**src/rtl/cpu4_pkg.sv**
```systemverilog
// cpu4_pkg
// Shared definitions for the 4-bit CPU front end: instruction opcodes,
// the bubble value placed on the instruction bus when nothing is valid,
// and the fetch FSM state encoding. Also used by alu_ctrl.
// No ports.
package cpu4_pkg;

    localparam logic [3:0] CPU4_JMP_OP = 4'b1111;  // unconditional jump
    localparam logic [3:0] CPU4_JNC_OP = 4'b1110;  // jump if carry clear
    localparam logic [7:0] CPU4_BUBBLE = 8'h00;

    typedef enum logic [1:0] {
        IDLE  = 2'd0,
        FETCH = 2'd1,
        FLUSH = 2'd2
    } fetch_state_t;

endpackage

```
**src/rtl/inst_fetch.sv**
```systemverilog
// inst_fetch
// Instruction fetch stage: issues back-to-back ROM reads, presents each
// fetched byte on D_BUS for exactly one cycle and redirects the program
// counter on taken JMP / JNC instructions.
//
// Ports
//   clock     in   1  rising-edge clock
//   reset     in   1  asynchronous, active-high
//   rom_req   out  1  fetch request to program ROM
//   rom_addr  out  4  fetch address, stable while rom_req is high
//   rom_ack   in   1  one-cycle acknowledge, rom_data valid same cycle
//   rom_data  in   8  fetched instruction byte
//   cflag     in   1  carry flag, sampled while d_valid is high
//   D_BUS     out  8  instruction register ([7:4] opcode, [3:0] immediate)
//   d_valid   out  1  D_BUS holds a real instruction this cycle
//   br_taken  out  1  jump on D_BUS is taken this cycle
//
// state | meaning
// ------+----------------------------------------------------------------
// IDLE  | single cycle after reset release, no request issued
// FETCH | request on fa outstanding, accepted bytes go to the IR
// FLUSH | branch redirected pc while old request was pending; the byte
//       | returned for that request is dropped, then fetch resumes at pc
module inst_fetch
    import cpu4_pkg::*;
#(
    parameter logic [3:0] JMP_OP = CPU4_JMP_OP,
    parameter logic [3:0] JNC_OP = CPU4_JNC_OP,
    parameter logic [7:0] BUBBLE = CPU4_BUBBLE
) (
    input  logic       clock,
    input  logic       reset,
    output logic       rom_req,
    output logic [3:0] rom_addr,
    input  logic       rom_ack,
    input  logic [7:0] rom_data,
    input  logic       cflag,
    output logic [7:0] D_BUS,
    output logic       d_valid,
    output logic       br_taken
);

    fetch_state_t state, state_nx;
    logic [3:0]   pc, pc_nx;
    logic [3:0]   fa, fa_nx;
    logic [7:0]   ir, ir_nx;
    logic         valid, valid_nx;

    always_ff @(posedge clock or posedge reset) begin
        if (reset) begin
            state <= IDLE;
            pc    <= 4'h0;
            fa    <= 4'h0;
            ir    <= BUBBLE;
            valid <= 1'b0;
        end else begin
            state <= state_nx;
            pc    <= pc_nx;
            fa    <= fa_nx;
            ir    <= ir_nx;
            valid <= valid_nx;
        end
    end

    // valid is only ever set out of FETCH, so a taken branch can only be
    // seen while in FETCH.
    assign br_taken = valid &&
                      ((ir[7:4] == JMP_OP) || ((ir[7:4] == JNC_OP) && !cflag));

    always_comb begin
        state_nx = state;
        pc_nx    = pc;
        fa_nx    = fa;
        // Every instruction is shown for one cycle only; bubble unless a
        // new byte is accepted below.
        ir_nx    = BUBBLE;
        valid_nx = 1'b0;
        case (state)
            IDLE: begin
                state_nx = FETCH;
                fa_nx    = pc;
            end
            FETCH: begin
                if (br_taken) begin
                    pc_nx = ir[3:0];
                    if (rom_ack) begin
                        // byte just returned belongs to the wrong path
                        fa_nx = ir[3:0];
                    end else begin
                        // request on the old fa must still complete
                        state_nx = FLUSH;
                    end
                end else if (rom_ack) begin
                    ir_nx    = rom_data;
                    valid_nx = 1'b1;
                    pc_nx    = pc + 4'd1;
                    fa_nx    = pc + 4'd1;
                end
            end
            FLUSH: begin
                if (rom_ack) begin
                    fa_nx    = pc;
                    state_nx = FETCH;
                end
            end
            default: begin
                state_nx = IDLE;
            end
        endcase
    end

    assign rom_req  = (state == FETCH) || (state == FLUSH);
    assign rom_addr = fa;
    assign D_BUS    = ir;
    assign d_valid  = valid;

endmodule

```
**config.mk**
```make
export PLATFORM = sky130hd
export DESIGN_NAME = inst_fetch
export DESIGN_NICKNAME = d
export VERILOG_FILES = /design/src/rtl/cpu4_pkg.sv /design/src/rtl/inst_fetch.sv
export SDC_FILE = /design/constraint.sdc
export NUM_CORES = 1
export LEC_CHECK = 0
export CAP_MARGIN = 30
export CORE_ASPECT_RATIO = 1.4
export CORE_MARGIN = 5
export CORE_UTILIZATION = 42
export DETAILED_ROUTE_END_ITERATION = 8
export MAX_ROUTING_LAYER = met4
export PLACE_DENSITY = 0.79
export SYNTH_ARGS = -nofsm -noshare
export SYNTH_HDL_FRONTEND = slang
export SYNTH_SLANG_ARGS = --single-unit
```
**constraint.sdc**
```tcl
create_clock -name clock -period 1.6 [get_ports clock]
set_input_delay 0.32 -clock clock [delete_from_list [all_inputs] [get_ports clock]]
set_output_delay 0.32 -clock clock [all_outputs]
set_load 0.02 [all_outputs]
```
==> results of run 1 <==
logic make-up (layout without fill, tap and decap cells):
| logic type | after synthesis | after routing | share of synthesized area |
|---|---|---|---|
| and+or+nand+nor | 29 | 29 | 0.1677 |
| muxes | 1 | 1 | 0.01024 |
| buffers and inverters | 12 | 54 | 0.06146 |
| adders and majority gates | 5 | 5 | 0.06402 |
| xor gates and xnor gates | 1 | 1 | 0.008965 |
| DFF | 19 | 19 | 0.4866 |
| AOI/OAI and AO/OA | 30 | 30 | 0.2010 |
what timing repair did:
action	4_1_cts	5_1_grt
endpoints found under the setup margin	11	9
pin swaps	0	1
gates cloned	0	0
resized for setup	19	12
state kept, by name (all words and copies together) (netlist names):
| register | cells |
|---|---|
| rom_addr | 4 |
| pc | 4 |
| state | 2 |
| D_BUS | 8 |
| d_valid | 1 |
through the flow:
| step | TNS, ns | worst slack (ns) | std cells | hold slack (ns) |
|---|---|---|---|---|
| final | 0 | 0.07287 | 161 | 0.3181 |
| after global routing | 0 | 0.01176 | 161 | 0.3500 |
| after CTS | 0 | 0.003619 | 161 | 0.3265 |
| after detailed placement | -2.368 | -0.4779 | 157 | 0.4775 |
| after global placement | -2.130 | -0.4747 | 157 | 0.4697 |
| after floorplan | 0 | 0.002834 | 97 | 0.2711 |
path summary, 6_finish.rpt:
| path | from | to | slack (ns) |
|---|---|---|---|
| setup / recovery | d_valid | br_taken | 0.07 |
| hold / removal | reset | D_BUS[4] | 0.32 |
| setup reg to reg | state[0] | state[0] | 0.09 |
| hold reg to reg | rom_addr[1] | rom_addr[1] | 0.49 |
| max in group asynchronous | reset | rom_addr[2] | 1.08 |
| min in group clock | rom_addr[1] | rom_addr[1] | 0.49 |
routing by layer:
layer,up-vias,GRT usage
met5,-,-
met4,0,0.05751
met3,4,0.02237
met2,28,0.2671
met1,406,0.1326
li1,420,-
cells in the final DEF, fill, tap and decap left out, types with 2 or more instances in the layout:
master and count:
a21oi_1 4, dlymetal6s2s_1 5, and2_1 10, buf_6 2, a2bb2oi_1 2, clkbuf_4 3
buf_4 15, clkdlybuf4s50_1 10, o21ai_0 12, o211a_1 2, a31oi_1 2, dfrtp_1 19
ha_1 5, nand2_1 6, dlygate4sd2_1 9, o22ai_1 3, nor2_1 4, inv_1 7
nor2b_1 2
critical path: cells and delay by family, from the launching register on:
family                 cells  cell delay [ns]
buffers and inverters      2             0.17
flip-flops                 1             0.38
AND/OR/NAND/NOR            2             0.36
cell type report:
cell class / count / share of cell area
multi-input combinational: 66 / 0.3262
inverter: 8 / 0.02151
timing repair buffer: 42 / 0.2733
sequential: 19 / 0.3405
clock buffer: 4 / 0.01882
tap: 22 / 0.01971
power groups by stage:
stage,combinational [uW],clock (uW),sequential [uW]
global route,1210,257,785
detailed placement,1120,0,770
CTS,1100,245,762
finish,1090,242,760
global placement,1100,0,763
floorplan,593,0,861
==> impl_metrics.json, run 1 <==
{
  "status": "complete, no violations",
  "cts_root_buf": "clkbuf_4",
  "arrival_ns": 1.21,
  "slowest_delay_ns": 0.38,
  "synth_area_leaders": "dfrtp_1 49%, and2_1 6.4%, ha_1 6.4%, o21ai_0 6.1%, inv_1 3.1%",
  "power_switching_uw": 823.2,
  "avgSynthCellArea_um2": 10.07,
  "synthCells": 97,
  "critical_path.max_fanout": 2,
  "cts_tree": "done",
  "netlist.area_leader.share": 0.4866,
  "n_antenna_cell": 0,
  "placed_area_um2": 1355,
  "cp-end-kind": "output port",
  "ir_drop_uv": 681.8,
  "dieHeight_um": 67.07,
  "yosysMostFrequentCell": "dfrtp_1",
  "slew_headroom": 0.7760,
  "hold_class": "primary input to async pin",
  "clock_path_buffers": 2,
  "ff2ff_path_depth": 6,
  "yosysWarningCount": 0,
  "seq_power_share": 0.363,
  "yosys.area.top_type": "dfrtp_1",
  "fin_util": 0.6341,
  "vias_per_cell": 5.329,
  "dr.max_layer_used": "met4",
  "skew_ns": 0.006100,
  "cp_cell_sequence": "nand4_2, or2_4, inv_2, buf_6",
  "wl_met1_um": 804,
  "max_slew.worst_pin.slew_ns": 0.3330,
  "fin_crit_ns": 1.527,
  "cts_setup_buffers": 0,
  "wl_per_cell_um": 13.40,
  "wl_met2_um": 1219,
  "io_pins": 27,
  "holdBufCountCts": 0,
  "drive_above_1_share": 0.2086,
  "track_usage": 0.1391,
  "design_area_um2": 1396,
  "maxSlewViolCount": 0,
  "gp_congestion": 0.8115,
  "seqCellArea_um2": 475.5,
  "start_kind": "register",
  "dpl.hpwl_um": 1678,
  "clk_pin_slew_worst_paths_ns": 0.11,
  "clkPwrFrac": 0.116,
  "grt-ovfl-total": 0,
  "area_growth_pct": 42.89,
  "drt_drc_violations_left": 0,
  "synth-edff-count": 0,
  "grt_pass1_wl_um": 3532,
  "core-area_um2": 2202,
  "rsz0062_at_grt": "false",
  "p_leak_uw": 0.0007356,
  "postRouteWirelength_um": 2158,
  "finalHoldViolations": 0,
  "die_w_um": 50.77,
  "grt_max_degree": 20,
  "first_global_vias": 894,
  "clk_latency_ns": 0.30,
  "nets": 157,
  "synth_cell_types": 27,
  "routed-wl-met3_um": 116,
  "synthTopCellsByCount": "19 x dfrtp_1, 12 x o21ai_0, 10 x and2_1, 8 x inv_1, 6 x nand2_1",
  "synth.ff_latch_count": 19,
  "drt_iter0_markers": 8,
  "synth_ff_type": "dfrtp_1",
  "worstPathRequired_ns": 1.28,
  "multiInputGateArea_um2": 455.4,
  "power_frac_comb": 0.522,
  "final-setup-viol-count": 0,
  "power_uw": 2095,
  "firstDrtPassIters": 4,
  "maxCapViolCount": 0,
  "syn_area_um2": 977.2,
  "fmax_mhz": 654.8,
  "cpMaxStageDelayCell": "dfrtp_1",
  "antenna_found_initial": 0,
  "crit_type": "register to output port",
  "finalCritPeriodShare": 0.9545,
  "port_buffers": 26,
  "p_int_uw": 1272,
  "synthArstFlopShare": 1.000,
  "cts_buffers": 3,
  "ys_seq_area_frac": 0.4866,
  "clock-sinks": 19,
  "sw_frac_of_total": 0.3929,
  "dieArea_um2": 3405,
  "std_cell_rows": 20,
  "power_density_nw_per_um2": 1500,
  "fill_cells": 205,
  "initial_core_util": 0.4437,
  "htree_levels": 1,
  "syn-num-nets": 114,
  "routed-via-count": 858,
  "drtAntennaViolNets": 0
}
Note: power is estimated with default switching activity, not from simulation.
==> run 2: changes to the inputs <==
--- a/config.mk
+++ b/config.mk
@@ -9,6 +9,7 @@
 export CORE_ASPECT_RATIO = 1.4
 export CORE_MARGIN = 5
 export CORE_UTILIZATION = 42
+export CTS_CLUSTER_SIZE = 12
 export DETAILED_ROUTE_END_ITERATION = 8
 export MAX_ROUTING_LAYER = met4
 export PLACE_DENSITY = 0.79
==> results of run 2 <==
The final DEF is identical to that of run 1; final timing and power are the same.
